[src/rtl/uart_rx_fifo_pkg.sv]
// Shared definitions for the memory-mapped UART receiver: default timing and
// depth, register offsets within the 16-byte window, and receiver states.
package uart_rx_fifo_pkg;

    localparam int unsigned UART_CLK_DIVIDER_BIT = 173;
    localparam int unsigned UART_RX_FIFO_DEPTH   = 8;

    localparam logic [3:0] OFS_DATA = 4'h0;
    localparam logic [3:0] OFS_IRQ  = 4'h8;

    typedef enum logic [2:0] {
        RX_IDLE  = 3'd0,
        RX_START = 3'd1,
        RX_DATA  = 3'd2,
        RX_STOP  = 3'd3,
        RX_WAIT  = 3'd4
    } rx_state_e;

endpackage

[src/rtl/uart_rx_fifo_if.sv]
// Core peripheral memory port as seen by the UART receiver.
interface uart_rx_fifo_if;

    // mem_valid is a one-cycle request; the slave answers with mem_ready high for
    // exactly one cycle, on the cycle after the request, with mem_rdata valid only
    // while mem_ready is high. mem_wstrb == 0 marks a read.
    logic        mem_valid;
    logic [31:0] mem_addr;
    logic [31:0] mem_wdata;
    logic [3:0]  mem_wstrb;
    logic [31:0] mem_rdata;
    logic        mem_ready;

    modport master (
        output mem_valid, mem_addr, mem_wdata, mem_wstrb,
        input  mem_rdata, mem_ready
    );

    modport slave (
        input  mem_valid, mem_addr, mem_wdata, mem_wstrb,
        output mem_rdata, mem_ready
    );

endinterface

[src/rtl/uart_rx_fifo_buf.sv]
// Synchronous byte FIFO with wrap-bit pointers; a pop frees room for a push in
// the same cycle, so push-while-full is accepted when paired with a pop.
module uart_rx_fifo_buf #(
    parameter int unsigned DEPTH = 8
) (
    input  logic       clock,
    input  logic       reset,
    input  logic       push_i,
    input  logic       pop_i,
    input  logic [7:0] din_i,
    output logic       full_o,
    output logic       empty_o,
    output logic [7:0] head_o
);

    localparam int AW = $clog2(DEPTH);
    localparam int PW = AW + 1;

    logic [PW-1:0] wr_q, wr_d;
    logic [PW-1:0] rd_q, rd_d;
    logic [7:0]    mem_q [DEPTH];
    logic          do_push;
    logic          do_pop;

    assign empty_o = (wr_q == rd_q);
    assign full_o  = (wr_q[AW] != rd_q[AW]) && (wr_q[AW-1:0] == rd_q[AW-1:0]);
    assign head_o  = mem_q[rd_q[AW-1:0]];

    assign do_pop  = pop_i && !empty_o;
    assign do_push = push_i && (!full_o || do_pop);

    always_comb begin
        wr_d = wr_q;
        rd_d = rd_q;
        if (do_push) wr_d = wr_q + PW'(1);
        if (do_pop)  rd_d = rd_q + PW'(1);
    end

    always_ff @(posedge clock or negedge reset) begin
        if (!reset) begin
            wr_q <= '0;
            rd_q <= '0;
        end else begin
            wr_q <= wr_d;
            rd_q <= rd_d;
        end
    end

    // Storage needs no reset: the pointers alone define which entries are live.
    always_ff @(posedge clock) begin
        if (do_push) mem_q[wr_q[AW-1:0]] <= din_i;
    end

endmodule

[src/rtl/uart_rx_fifo.sv]
// 8N1 UART receiver with receive FIFO, data/irq registers and a level interrupt.
// Bit timing is measured in CPU clocks on the synchronised serial input.
module uart_rx_fifo
    import uart_rx_fifo_pkg::*;
#(
    parameter int unsigned CLK_DIVIDER_BIT = UART_CLK_DIVIDER_BIT,
    parameter int unsigned FIFO_DEPTH      = UART_RX_FIFO_DEPTH
) (
    input  logic           clock,
    input  logic           reset,
    uart_rx_fifo_if.slave  bus,
    input  logic           rx,
    output logic           irq,
    output rx_state_e      rx_state_dbg
);

    localparam int CW = $clog2(CLK_DIVIDER_BIT);
    localparam logic [CW-1:0] CNT_HALF = CW'(CLK_DIVIDER_BIT / 2 - 1);
    localparam logic [CW-1:0] CNT_FULL = CW'(CLK_DIVIDER_BIT - 1);

    logic [1:0]    sync_q;
    logic          rx_s;
    rx_state_e     state_q, state_d;
    logic [CW-1:0] cnt_q, cnt_d;
    logic [2:0]    bit_q, bit_d;
    logic [7:0]    shift_q, shift_d;
    logic          push_req;
    logic          frame_evt;
    logic          cnt_zero;

    logic          fifo_full, fifo_empty;
    logic [7:0]    fifo_head;
    logic          pop;

    logic          irq_en_q, irq_en_d;
    logic          overrun_q, overrun_d;
    logic          frame_err_q, frame_err_d;
    logic          irq_q;
    logic          ready_q;
    logic [31:0]   rdata_q, rdata_d;

    logic          is_read;
    logic [3:0]    offset;
    logic          rd_data, rd_irq, wr_irq;
    logic          overrun_evt;
    logic          unused_bus;

    assign unused_bus = ^{bus.mem_addr[31:4], bus.mem_wdata[31:1], bus.mem_wstrb[3:1]};

    // Synchroniser resets to idle-high so a reset never looks like a start bit.
    always_ff @(posedge clock or negedge reset) begin
        if (!reset) sync_q <= 2'b11;
        else        sync_q <= {sync_q[0], rx};
    end
    assign rx_s = sync_q[1];

    assign cnt_zero = (cnt_q == '0);

    always_comb begin
        state_d   = state_q;
        cnt_d     = cnt_q;
        bit_d     = bit_q;
        shift_d   = shift_q;
        push_req  = 1'b0;
        frame_evt = 1'b0;
        unique case (state_q)
            RX_IDLE: begin
                if (!rx_s) begin
                    cnt_d   = CNT_HALF;
                    state_d = RX_START;
                end
            end
            RX_START: begin
                if (!cnt_zero) begin
                    cnt_d = cnt_q - CW'(1);
                end else if (rx_s) begin
                    state_d = RX_IDLE;
                end else begin
                    cnt_d   = CNT_FULL;
                    bit_d   = 3'd0;
                    state_d = RX_DATA;
                end
            end
            RX_DATA: begin
                if (!cnt_zero) begin
                    cnt_d = cnt_q - CW'(1);
                end else begin
                    shift_d = {rx_s, shift_q[7:1]};
                    cnt_d   = CNT_FULL;
                    bit_d   = bit_q + 3'd1;
                    if (bit_q == 3'd7) state_d = RX_STOP;
                end
            end
            RX_STOP: begin
                if (!cnt_zero) begin
                    cnt_d = cnt_q - CW'(1);
                end else if (rx_s) begin
                    push_req = 1'b1;
                    state_d  = RX_IDLE;
                end else begin
                    frame_evt = 1'b1;
                    state_d   = RX_WAIT;
                end
            end
            RX_WAIT: begin
                // Hold off start detection until a break ends.
                if (rx_s) state_d = RX_IDLE;
            end
            default: state_d = RX_IDLE;
        endcase
    end

    always_ff @(posedge clock or negedge reset) begin
        if (!reset) begin
            state_q <= RX_IDLE;
            cnt_q   <= '0;
            bit_q   <= '0;
            shift_q <= '0;
        end else begin
            state_q <= state_d;
            cnt_q   <= cnt_d;
            bit_q   <= bit_d;
            shift_q <= shift_d;
        end
    end

    assign rx_state_dbg = state_q;

    assign is_read = (bus.mem_wstrb == 4'b0000);
    assign offset  = bus.mem_addr[3:0];
    assign rd_data = bus.mem_valid && is_read && (offset == OFS_DATA);
    assign rd_irq  = bus.mem_valid && is_read && (offset == OFS_IRQ);
    assign wr_irq  = bus.mem_valid && !is_read && (offset == OFS_IRQ) && bus.mem_wstrb[0];
    assign pop     = rd_data && !fifo_empty;

    // A pop in the same cycle makes room, so only an unpaired push into a full FIFO overruns.
    assign overrun_evt = push_req && fifo_full && !pop;

    uart_rx_fifo_buf #(.DEPTH(FIFO_DEPTH)) u_buf (
        .clock   (clock),
        .reset   (reset),
        .push_i  (push_req),
        .pop_i   (pop),
        .din_i   (shift_q),
        .full_o  (fifo_full),
        .empty_o (fifo_empty),
        .head_o  (fifo_head)
    );

    always_comb begin
        irq_en_d    = wr_irq ? bus.mem_wdata[0] : irq_en_q;
        overrun_d   = overrun_evt ? 1'b1 : (rd_irq ? 1'b0 : overrun_q);
        frame_err_d = frame_evt   ? 1'b1 : (rd_irq ? 1'b0 : frame_err_q);
        rdata_d     = '0;
        if (bus.mem_valid && is_read) begin
            if (offset == OFS_DATA)
                rdata_d = {fifo_empty, 23'd0, fifo_empty ? 8'h00 : fifo_head};
            else if (offset == OFS_IRQ)
                rdata_d = {28'd0, frame_err_q, overrun_q, !fifo_empty, irq_en_q};
        end
    end

    always_ff @(posedge clock or negedge reset) begin
        if (!reset) begin
            irq_en_q    <= 1'b0;
            overrun_q   <= 1'b0;
            frame_err_q <= 1'b0;
            irq_q       <= 1'b0;
            ready_q     <= 1'b0;
            rdata_q     <= '0;
        end else begin
            irq_en_q    <= irq_en_d;
            overrun_q   <= overrun_d;
            frame_err_q <= frame_err_d;
            irq_q       <= irq_en_q && (!fifo_empty || overrun_q || frame_err_q);
            ready_q     <= bus.mem_valid;
            rdata_q     <= rdata_d;
        end
    end

    assign bus.mem_ready = ready_q;
    assign bus.mem_rdata = rdata_q;
    assign irq           = irq_q;

endmodule
[src/flat_wrapper.sv]
// flat-port wrapper written by rule: the top's interface ports become plain ports
module uart_rx_fifo_flat import uart_rx_fifo_pkg::*;
#(
    parameter int unsigned CLK_DIVIDER_BIT = UART_CLK_DIVIDER_BIT,
    parameter int unsigned FIFO_DEPTH      = UART_RX_FIFO_DEPTH
)
  (clock, reset, rx, irq, rx_state_dbg, bus_mem_valid, bus_mem_addr, bus_mem_wdata, bus_mem_wstrb, bus_mem_rdata, bus_mem_ready);
  uart_rx_fifo_if bus_i ();
  input  logic clock;
  input  logic reset;
  input  logic rx;
  output logic irq;
  output rx_state_e rx_state_dbg;
  input wire logic [$bits(bus_i.mem_valid)-1:0] bus_mem_valid;
  input wire logic [$bits(bus_i.mem_addr)-1:0] bus_mem_addr;
  input wire logic [$bits(bus_i.mem_wdata)-1:0] bus_mem_wdata;
  input wire logic [$bits(bus_i.mem_wstrb)-1:0] bus_mem_wstrb;
  output wire logic [$bits(bus_i.mem_rdata)-1:0] bus_mem_rdata;
  output wire logic [$bits(bus_i.mem_ready)-1:0] bus_mem_ready;
  assign bus_i.mem_valid = bus_mem_valid;
  assign bus_i.mem_addr = bus_mem_addr;
  assign bus_i.mem_wdata = bus_mem_wdata;
  assign bus_i.mem_wstrb = bus_mem_wstrb;
  assign bus_mem_rdata = bus_i.mem_rdata;
  assign bus_mem_ready = bus_i.mem_ready;
  uart_rx_fifo #(.CLK_DIVIDER_BIT(CLK_DIVIDER_BIT), .FIFO_DEPTH(FIFO_DEPTH)) u_core (.clock(clock), .reset(reset), .bus(bus_i), .rx(rx), .irq(irq), .rx_state_dbg(rx_state_dbg));
endmodule
[config.mk]
export PLATFORM = sky130hd
export DESIGN_NAME = uart_rx_fifo_flat
export DESIGN_NICKNAME = d
export VERILOG_FILES = /design/src/rtl/uart_rx_fifo_pkg.sv /design/src/rtl/uart_rx_fifo_if.sv /design/src/rtl/uart_rx_fifo_buf.sv /design/src/rtl/uart_rx_fifo.sv /design/src/flat_wrapper.sv
export SDC_FILE = /design/constraint.sdc
export NUM_CORES = 1
export LEC_CHECK = 0
export ABC_CLOCK_PERIOD_IN_PS = 4990
export CORE_ASPECT_RATIO = 0.75
export CORE_MARGIN = 2
export CORE_UTILIZATION = 50
export DETAILED_ROUTE_END_ITERATION = 8
export PLACE_DENSITY = 0.84
export SLEW_MARGIN = 20
export SYNTH_ARGS = -nofsm -noshare
export SYNTH_HDL_FRONTEND = slang
export SYNTH_SLANG_ARGS = --single-unit
[constraint.sdc]
create_clock -name clock -period 4.99 [get_ports clock]
set_input_delay 0.7485 -clock clock [delete_from_list [all_inputs] [get_ports clock]]
set_output_delay 0.7485 -clock clock [all_outputs]
set_load 0.05 [all_outputs]
=== Word-level counts from Yosys, hierarchy flattened ===
Memories as Yosys holds them, arrays and structs flattened.
Cells that the tools add are included.

* Register bits after elaboration: 69
* Bits in latches: 0
* Memory bits (read-only): 0
* Output and inout bits: 37
* Input bits: 72
* Memories: 1
* Bits in writable memories: 64

* Reductions and logical operators: 32
* Muxes and demuxes: 34
* $lt $le $gt $ge: 0
* Eq/ne operators: 18
* Shifts and indexed selects: 0
* Bitwise gates (word level): 0
* Multiply operators: 0
* Add/subtract/negate cells: 4
* Div/mod/pow operators: 0

{| class="wikitable"
|+ Memory list
! name !! words !! bits a word !! read ports !! clocked after memory_dff !! write ports !! RTL line !! source
|-
| u_core.u_buf.mem_q || 8 || 8 || 1 || 0 || 1 || uart_rx_fifo_buf.sv:21 || <nowiki>logic [7:0] mem_q [DEPTH];</nowiki>
|}

{| class="wikitable"
|+ Operators with widths
! operator !! number
|-
| 32-bit 2-to-1 mux || 2
|-
| 8-bit 2-to-1 mux || 6
|-
| 8-bit case mux with 4 select lines || 1
|-
| 3-bit 2-to-1 mux || 10
|-
| 3-bit case mux with 5 select lines || 1
|-
| 1-bit logical AND || 13
|-
| 1-bit 2-to-1 mux || 11
|-
| 2-bit by 1-bit != test with 1-bit output, second input constant || 5
|-
| 4-bit by 1-bit adder with 4-bit output, second input constant || 2
|-
| 4-bit zero test || 2
|-
| 8-bit zero test || 1
|-
| 4-bit AND reduction || 2
|-
| 8-bit by 1-bit subtractor with 8-bit output, second input constant || 1
|-
| 3-bit by 2-bit == test with 1-bit output, second input constant || 2
|-
| 3-bit == test, second input constant || 2
|-
| 2-bit != test, second input constant || 3
|-
| 3-bit case mux with 2 select lines || 1
|-
| 6-bit AND reduction || 1
|-
| 2-bit nonzero test || 3
|-
| 4-bit == test || 1
|-
| 4-bit == test, second input constant || 1
|-
| 1-bit zero test || 4
|-
| 4-bit 2-to-1 mux || 1
|-
| 4-bit nonzero test || 1
|-
| other kinds (9) || 11
|}

=== Longest topological paths before layout ===
Gate-level depths: netlist of the first run.

* Word-level depth: 9
* Mapped depth: 6
* Gate-level depth less buffers: 6

=== Hierarchy ===
A second synthesis of the first run with hierarchy kept.

* Cell total of the unflattened synthesis: 335
* Area, all modules: 5009.8 um2

{| class="wikitable"
|+ Modules (own cells, without submodules)
! module !! area each (um2) !! times used !! cells each
|-
| uart_rx_fifo_buf || 2955.3 || 1 || 152
|-
| uart_rx_fifo || 2054.5 || 1 || 183
|}

=== Worst setup path before layout of the first run ===
Ideal clock, no wire load.

* Kind: input-to-reg
* Start point: in bus_mem_addr[1]
* End point: mem u_core.u_buf.mem_q[0][0] (enable)
* Data required time: 4595 ps
* Library setup time: 395 ps
* Path slack: 2189 ps
* Path buffers: 1
* Arrival time: 2407 ps
* Stages on the path: 5
* Cell sequence: nor4_4 -> and3_1 -> buf_2 -> o21ai_2 -> nor4_1

* Word-level cells in the longest chain between the ends: 8

{| class="wikitable"
|+ Ends and longest elaborated chain
! what !! RTL line !! source
|-
| start, declared || flat_wrapper.sv:15 || <nowiki>input wire logic [$bits(bus_i.mem_addr)-1:0] bus_mem_addr;</nowiki>
|-
| 4-bit zero test || uart_rx_fifo.sv:131 || <nowiki>assign rd_data = bus.mem_valid && is_read && (offset == OFS_DATA);</nowiki>
|-
| 1-bit logical AND || uart_rx_fifo.sv:131 ||
|-
| 1-bit logical AND || uart_rx_fifo.sv:134 || <nowiki>assign pop = rd_data && !fifo_empty;</nowiki>
|-
| 1-bit logical AND || uart_rx_fifo_buf.sv:29 || <nowiki>assign do_pop = pop_i && !empty_o;</nowiki>
|-
| 1-bit logical OR || uart_rx_fifo_buf.sv:30 || <nowiki>assign do_push = push_i && (!full_o || do_pop);</nowiki>
|-
| 1-bit logical AND || uart_rx_fifo_buf.sv:30 ||
|-
| 1-bit 2-to-1 mux || uart_rx_fifo_buf.sv:51 || <nowiki>if (do_push) mem_q[wr_q[AW-1:0]] <= din_i;</nowiki>
|-
| 1-bit 2-to-1 mux (implied by the code) || uart_rx_fifo_buf.sv:51 ||
|-
| end, declared || uart_rx_fifo_buf.sv:21 ||
|}

Every way passes these cells.

=== Worst setup path after layout of the first run ===
* Start point: in bus_mem_addr[3]
* End point: mem u_core.u_buf.mem_q[5][7] (enable)

Same word-level chain as after synthesis.

==> results.yml, run 1 <==
outcome:
  outcome: "finished, final reports clean"
logic_synthesis:
  synthCells: 323
  synth_seq_cells: 110
  syn-cell-area_um2: 4840
  synthFlopType: "edfxtp_1"
  yosys_warnings: 0
  ys_async_sr_fraction_pct: 41.8
  synth-edff-count: 64
  syn_avg_cell_area_um2: 15.0
  synth_seq_area_share_pct: 63.5
  synth_cell_type_count: 57
cts:
  path_clk_slew_ps: 70
  cts_resized: 0
  ctsHoldBuffers: 0
  cts_tree: "done"
  post_cts_buffers: 0
  cts-buffers-inserted: 9
  clkSinkCount: 110
  h-tree-depth: 3
  clk_latency_ps: 350
  clock_path_buffers: 2
  cts-root-buf: "clkbuf_16"
grt:
  antenna_found_initial: 0
  grt_pass1_wl_um: 14200
  grt_pass1_vias: 2682
  grt_remaining_overflow: 0
  grt_max_degree: 47
  grtUsageTotal_pct: 18.2
timing:
  hold_violations: 0
  slew_headroom_pct: 40.3
  timing.fmax_mhz: 316
  setup_ws_ps: 1830
  maxSlewViolCount: 0
  rsz0062_at_grt: "no"
  tightest_slew_ps: 889
  finalSetupViolCount: 0
  period_needed_ps: 3160
  finalCritPeriodShare_pct: 63.3
  setup_tns_ps: 0
  skew_ps: 8.09
floorplan:
  core_area_um2: 9540
  ios: 109
  dieArea_um2: 10500
  num_rows: 31
  initial_core_util_pct: 50.7
  die_x_um: 118
  die_h_um: 89.2
route:
  finalWirelength_um: 9010
  drt.antenna.violating_nets: 0
  num_vias: 2770
  drc: 0
  drt-initial-drc-count: 237
  post_drt_via_cell_ratio: 5.65
  routedWlPerCell_um: 18.4
  drt-pass1-iter-count: 4
final_layout:
  final_area_um2: 5430
  diodes: 0
  nFillCells: 737
  drive_gt1_share_pct: 17.3
  nets: 430
  layout_common_cells: "64 x edfxtp_1, 44 x dfrtp_1, 25 x clkdlybuf4s50_1, 23 x conb_1"
  final_common_cell: "edfxtp_1"
  syn2layout_area_growth_pct: 12.3
job:
  maxCapViolCount: 0
critical_path:
  path_class: "in2reg"
  start_kind: "input pin"
  critPathMaxFanout: 9
  path_cells: "clkdlybuf4s50_1 > nor4_4 > and3_1 > o211ai_1 > nor2_1"
  slowest_delay_ps: 730
  crit_family: "simple AND/OR/NAND/NOR gates"
  worstSetupEndpointType: "flip-flop"
  cp.arrival_ps: 3140
  crit_buf_inv: 1
  cpMaxStageDelayCell: "nor2_1"
  critPathRequiredTime_ps: 4970
power_and_ir_drop:
  peakVddDrop_mv: 0.159
  leakagePower_nw: 2.20
  power_mw: 1.69
  pwr_density_cell_nw_per_um2: 312
hold_path:
  hold_path.class: "reg2reg"
placed_design:
  place_ws_ps: 1530
  placed_area_um2: 5160
  finalWeightedCongestion: 0.807
  io_buffers: 26
  dpl.hpwl_um: 5820
[per-layer routing]
layer | global-route usage [%] | share of wire (%) | routed length [µm]
met5 | 0 | 0 | 0
met4 | 6.57 | 1.6 | 141
met3 | 4.59 | 7.0 | 630
met2 | 29.1 | 49 | 4420
met1 | 24.8 | 42 | 3820
[layout make-up]
class | count | area [µm²] | area share, %
clock inverters | 6 | 37.5 | 0.691
well taps | 132 | 165 | 3.04
flip-flops and latches | 110 | 3080 | 56.6
inverters | 11 | 41.3 | 0.760
multi-input cells | 189 | 1580 | 29.1
repair buffers | 32 | 303 | 5.57
clock buffers | 10 | 229 | 4.21
[flip-flops by register name (all words and copies together) (netlist names)]
signal	flops
u_core.rx_state_dbg	3
u_core.shift_q	8
u_core.bus.mem_ready	1
u_core.bit_q	3
u_core.u_buf.wr_q	4
u_core.irq_en_q	1
u_core.overrun_q	1
u_core.u_buf.mem_q	64
u_core.sync_q	2
u_core.u_buf.rd_q	4
u_core.irq	1
u_core.bus.mem_rdata	9
u_core.frame_err_q	1
u_core.cnt_q	8
[cell usage after synthesis (2+ instances only)]
| cell | count | area share (%) |
|---|---|---|
| a211o_1 | 2 | 0.36 |
| a211oi_1 | 2 | 0.31 |
| a21oi_1 | 3 | 0.31 |
| a221oi_1 | 7 | 1.3 |
| a22o_1 | 2 | 0.36 |
| a32oi_1 | 2 | 0.36 |
| and3_1 | 5 | 0.65 |
| buf_2 | 4 | 0.41 |
| buf_4 | 23 | 3.6 |
| clkbuf_1 | 7 | 0.54 |
| dfrtp_1 | 44 | 23 |
| dfstp_2 | 2 | 1.1 |
| edfxtp_1 | 64 | 40 |
| ha_1 | 5 | 1.3 |
| inv_1 | 11 | 0.85 |
| mux2_2 | 9 | 2.1 |
| mux2i_1 | 9 | 1.9 |
| mux4_2 | 16 | 7.4 |
| nand2_1 | 16 | 1.2 |
| nand2b_1 | 3 | 0.39 |
| nand3_1 | 5 | 0.52 |
| nand4_1 | 3 | 0.39 |
| nor2_1 | 15 | 1.2 |
| nor2b_1 | 2 | 0.26 |
| nor3_1 | 8 | 0.83 |
| nor3b_1 | 2 | 0.31 |
| nor4_1 | 2 | 0.26 |
| o211ai_1 | 3 | 0.47 |
| o21ai_0 | 7 | 0.72 |
| o221a_2 | 2 | 0.47 |
| o22a_2 | 2 | 0.41 |
| xnor2_1 | 11 | 2.0 |
[report_power, final]
group / total [mW] / switching, mW / internal (mW)
combinational: 0.0803 / 0.0647 / 0.0156
clock: 0.651 / 0.314 / 0.337
sequential: 0.964 / 0.00282 / 0.961
total: 1.69 / 0.381 / 1.31
[final timing paths]
kind | start | endpoint | slack [ps] | cells past startpoint
setup / recovery | bus_mem_addr[3] | u_core.u_buf.mem_q[5][7] | 1830 | 5
hold reg to reg | u_core.sync_q[0] | u_core.sync_q[1] | 360 | 0
setup reg to reg | u_core.cnt_q[0] | u_core.u_buf.mem_q[5][7] | 1870 | 6
max in group asynchronous | reset | u_core.bit_q[0] | 4190 | 1
min in group asynchronous | reset | u_core.bus.mem_rdata[31] | 400 | 1
hold / removal | u_core.sync_q[0] | u_core.sync_q[1] | 360 | 0
[cells by family (layout without fill, tap and decap cells)]
family / count (synthesis) / count (layout) / synth area share, %
DFF: 110 / 110 / 63.5
adders and majority gates: 5 / 5 / 1.29
and+or+nand+nor: 70 / 70 / 8.04
buffers and inverters: 46 / 59 / 5.46
muxes: 35 / 35 / 11.7
other: 1 / 23 / 0.0775
AOI/OAI and AO/OA: 44 / 44 / 7.70
xor gates and xnor gates: 12 / 12 / 2.17
[per-stage QoR]
stage,cells,util (%),hold WS [ps]
after CTS,490,56.9,358
after global placement,474,54.1,347
after floorplan,345,-,345
after detailed placement,474,54.1,348
final,490,56.9,357
after global routing,490,56.9,359
(Power assumes the default switching activity.)
==> run 2: changes to the inputs <==
- ABC_CLOCK_PERIOD_IN_PS: 4990 -> 3250
- clock period: 4.99 -> 3.25 ns (I/O delays scaled with it)
==> results.yml, run 2 (synthesized netlist as in run 1, its figures left out) <==
critical_path:
  critPathRequiredTime_ps: 2760
  path_class: "reg2out"
  cpMaxStageDelayCell: "clkdlybuf4s50_1"
  worstSetupEndpointType: "output pin"
  critPathMaxFanout: 15
  slowest_delay_ps: 910
  crit_buf_inv: 1
  rr_startpoint: "u_core.cnt_q[0]"
  crit_family: "buffers and inverters"
  start_kind: "flip-flop"
  path_cells: "clkdlybuf4s50_1"
  rr_worst_depth: 8
  cp.arrival_ps: 1930
  reg2reg_slack_ps: 890
  regToRegEndpoint: "u_core.u_buf.mem_q[4][5]"
floorplan:
  core_area_um2: 9540
  num_rows: 31
  dieArea_um2: 10500
  ios: 109
  initial_core_util_pct: 50.7
  die_x_um: 118
  die_h_um: 89.2
power_and_ir_drop:
  clock_power_share_pct: 38.5
  peakVddDrop_mv: 0.243
  pwr_density_cell_nw_per_um2: 474
  switching_share_pct: 22.5
  leakagePower_nw: 2.24
  p_sw_mw: 0.587
  comb_power_share_pct: 4.8
  p_seq_share_pct: 56.8
  intPower_mw: 2.02
cts:
  cts-buffers-inserted: 9
  cts_tree: "done"
  post_cts_buffers: 0
  ctsHoldBuffers: 0
  h-tree-depth: 3
  clk_latency_ps: 350
  clkSinkCount: 110
  cts_resized: 0
  cts-root-buf: "clkbuf_16"
  path_clk_slew_ps: 70
  clock_path_buffers: 2
route:
  drt-initial-drc-count: 239
  drt.antenna.violating_nets: 0
  drt-pass1-iter-count: 4
  finalWirelength_um: 9120
  num_vias: 2804
  drc: 0
  routedWlPerCell_um: 18.3
  post_drt_via_cell_ratio: 5.63
timing:
  setup_tns_ps: 0
  slew_headroom_pct: 52.7
  tightest_slew_ps: 704
  finalCritPeriodShare_pct: 74.3
  rsz0062_at_grt: "no"
  finalSetupViolCount: 0
  timing.fmax_mhz: 414
  maxSlewViolCount: 0
  hold_violations: 0
  skew_ps: 9.49
  period_needed_ps: 2420
  holdWs_ps: 132
grt:
  grt_pass1_vias: 2628
  grt_max_degree: 47
  grt_pass1_wl_um: 14000
  grtUsageTotal_pct: 17.9
  grt_remaining_overflow: 0
  antenna_found_initial: 0
outcome:
  outcome: "finished, final reports clean"
final_layout:
  nFillCells: 722
  syn2layout_area_growth_pct: 13.7
  final_common_cell: "edfxtp_1"
  layout_common_cells: "64 x edfxtp_1, 44 x dfrtp_1, 25 x clkdlybuf4s50_1, 23 x conb_1"
  largest_register_ffs: 64
  postLayoutCoreUtil_pct: 57.7
  nets: 438
  drive_gt1_share_pct: 19.4
  diodes: 0
  seqCellArea_um2: 3080
  multi_input_area_um2: 1580
placed_design:
  finalWeightedCongestion: 0.834
  io_buffers: 26
  dpl.hpwl_um: 6110
job:
  maxCapViolCount: 0
hold_path:
  hold_path.class: "in2async"
## run 2: cell types whose count changed in the layout (fill, tap and decap cells not counted), sizes merged
cell and change:
buf +8, clkbuf -1, clkinvlp +1
## run 2: final cells by class
type	instances	area share, %
clock buffer	9	4.09
clock inverter	7	0.887
inverter	11	0.751
multi-input combinational	189	28.8
sequential	110	55.9
tap	132	3.00
timing repair buffer	40	6.60
## run 2: worst max path at each step
stage	from	endpoint	slack, ps	cells past startpoint
after floorplan	u_core.cnt_q[0]	u_core.u_buf.mem_q[0][0]	460	6
after global placement	bus_mem_addr[3]	u_core.u_buf.mem_q[4][7]	670	6
after detailed placement	bus_mem_addr[3]	u_core.u_buf.mem_q[0][7]	620	6
after CTS	u_core.rx_state_dbg[2]	rx_state_dbg[2]	840	1
after global routing	u_core.cnt_q[0]	u_core.u_buf.mem_q[0][2]	670	8
final	u_core.rx_state_dbg[2]	rx_state_dbg[2]	830	1
## run 2: routing by layer
metal	GRT usage, %	vias up	share of wire (%)
met1	24.1	1420	45
met2	28.8	100	48
met5	0	-	0
met4	6.79	0	2.3
met3	4.78	16	5.0
li1	-	1268	-
## run 2: stage by stage
| step | cell area [µm²] | setup WS (ps) | std cells | power [mW] |
|---|---|---|---|---|
| after floorplan | 4920 | 458 | 345 | 1.61 |
| after global placement | 5230 | 671 | 482 | 1.63 |
| after detailed placement | 5230 | 616 | 482 | 1.63 |
| after global routing | 5500 | 667 | 498 | 2.68 |
| after CTS | 5500 | 843 | 498 | 2.62 |
| final | 5500 | 834 | 498 | 2.61 |
## run 2: power by group through the flow
stage	Sequential (mW)	Clock (mW)	Combinational (mW)
final	1.48	1.00	0.124
after global placement	1.51	0	0.122
after CTS	1.48	1.02	0.124
after global routing	1.48	1.07	0.131
after detailed placement	1.51	0	0.123
after floorplan	1.52	0	0.0901
==> run 3: changes to the inputs <==
- ABC_CLOCK_PERIOD_IN_PS: 3250 -> 2500
- clock period: 3.25 -> 2.5 ns (I/O delays scaled with it)
==> results.yml, run 3 (synthesized netlist as in run 1, its figures left out) <==
outcome:
  outcome: "finished, final reports clean"
cts:
  cts-buffers-inserted: 9
  clkSinkCount: 110
  path_clk_slew_ps: 70
  clk_latency_ps: 350
  clock_path_buffers: 2
  cts-root-buf: "clkbuf_16"
  cts_resized: 0
  ctsHoldBuffers: 1
  post_cts_buffers: 0
  h-tree-depth: 3
  cts_tree: "done"
grt:
  grt_pass1_wl_um: 14300
  grt_max_degree: 20
  grt_pass1_vias: 2737
  grt_remaining_overflow: 0
  grtUsageTotal_pct: 18.1
  antenna_found_initial: 0
floorplan:
  initial_core_util_pct: 50.7
  dieArea_um2: 10500
  ios: 109
  num_rows: 31
  die_x_um: 118
  die_h_um: 89.2
  core_area_um2: 9540
final_layout:
  syn2layout_area_growth_pct: 16.2
  diodes: 0
  drive_gt1_share_pct: 21.6
  final_common_cell: "edfxtp_1"
  postLayoutCoreUtil_pct: 59.0
  layout_common_cells: "64 x edfxtp_1, 44 x dfrtp_1, 25 x clkdlybuf4s50_1, 23 x conb_1, 22 x buf_4"
  nets: 447
  largest_register_ffs: 64
route:
  drt-initial-drc-count: 252
  post_drt_via_cell_ratio: 5.76
  drt-pass1-iter-count: 5
  routedWlPerCell_um: 18.0
  num_vias: 2921
  drt.antenna.violating_nets: 0
  drc: 0
  finalWirelength_um: 9130
power_and_ir_drop:
  peakVddDrop_mv: 0.311
  leakagePower_nw: 2.32
  pwr_density_cell_nw_per_um2: 639
timing:
  finalSetupViolCount: 0
  finalCritPeriodShare_pct: 92.4
  tightest_slew_ps: 566
  slew_headroom_pct: 62.2
  maxSlewViolCount: 0
  timing.fmax_mhz: 433
  hold_violations: 0
  skew_ps: 10.7
  holdWs_ps: 356
  rsz0062_at_grt: "no"
  setup_ws_ps: 190
  period_needed_ps: 2310
critical_path:
  critPathMaxFanout: 8
  cp.arrival_ps: 2360
  critPathRequiredTime_ps: 2550
  path_class: "reg2reg"
  start_kind: "flip-flop"
  worstSetupEndpointType: "flip-flop"
placed_design:
  dpl.hpwl_um: 6220
  finalWeightedCongestion: 0.885
  place_ws_ps: 57.9
  io_buffers: 26
hold_path:
  hold_path.class: "reg2reg"
job:
  maxCapViolCount: 0
## run 3: power breakdown
part	switching, mW	leakage (nW)	total [mW]	internal (mW)
clock network	0.626	0.155	1.51	0.880
logic	0.130	0.815	0.166	0.0353
registers	0.00517	1.35	1.92	1.92
total	0.762	2.32	3.59	2.83
## run 3: layer usage
layer  up-vias  part of all wire, %  GRT usage, %
li1       1288                    -             -
met1      1481                   42          23.6
met2       140                   50          30.4
met3        12                  6.9          4.15
met4         0                  1.7          6.35
met5         -                    0             0
## run 3: cell type report
type / count / area, µm²
clock inverter: 7 / 93.8
tap: 132 / 165
timing repair buffer: 49 / 430
fill: 713 / 3920
inverter: 11 / 41.3
sequential: 110 / 3080
multi-input combinational: 189 / 1590
clock buffer: 9 / 225
## run 3: worst paths after layout
| kind | endpoint | depth (start not counted) | startpoint | slack (ps) |
|---|---|---|---|---|
| setup / recovery | u_core.u_buf.mem_q[2][2] | 7 | u_core.cnt_q[0] | 190 |
| hold / removal | u_core.sync_q[1] | 0 | u_core.sync_q[0] | 360 |
| setup reg to reg | u_core.u_buf.mem_q[2][2] | 7 | u_core.cnt_q[0] | 190 |
| hold reg to reg | u_core.sync_q[1] | 0 | u_core.sync_q[0] | 360 |
| max in group asynchronous | u_core.sync_q[1] | 3 | reset | 1370 |
| min in group asynchronous | u_core.irq | 2 | reset | 500 |
## run 3: metrics by stage
step / total power, mW / setup TNS, ps / instance area (µm²) / instances
2_1_floorplan: 2.10 / -2440 / 4930 / 345
3_5_place_dp: 2.13 / 0 / 5300 / 490
5_1_grt: 3.71 / 0 / 5630 / 507
3_3_place_gp: 2.12 / 0 / 5300 / 490
6_report: 3.59 / 0 / 5630 / 507
4_1_cts: 3.62 / 0 / 5630 / 507
## run 3: worst max-delay path, cell delays in order (launching register included)
cell and delay (ps):
dfrtp_1 370, inv_1 110, ha_1 240, nor4b_2 270, and4_2 370, o21ai_2 150, nor3_1 250, buf_4 240
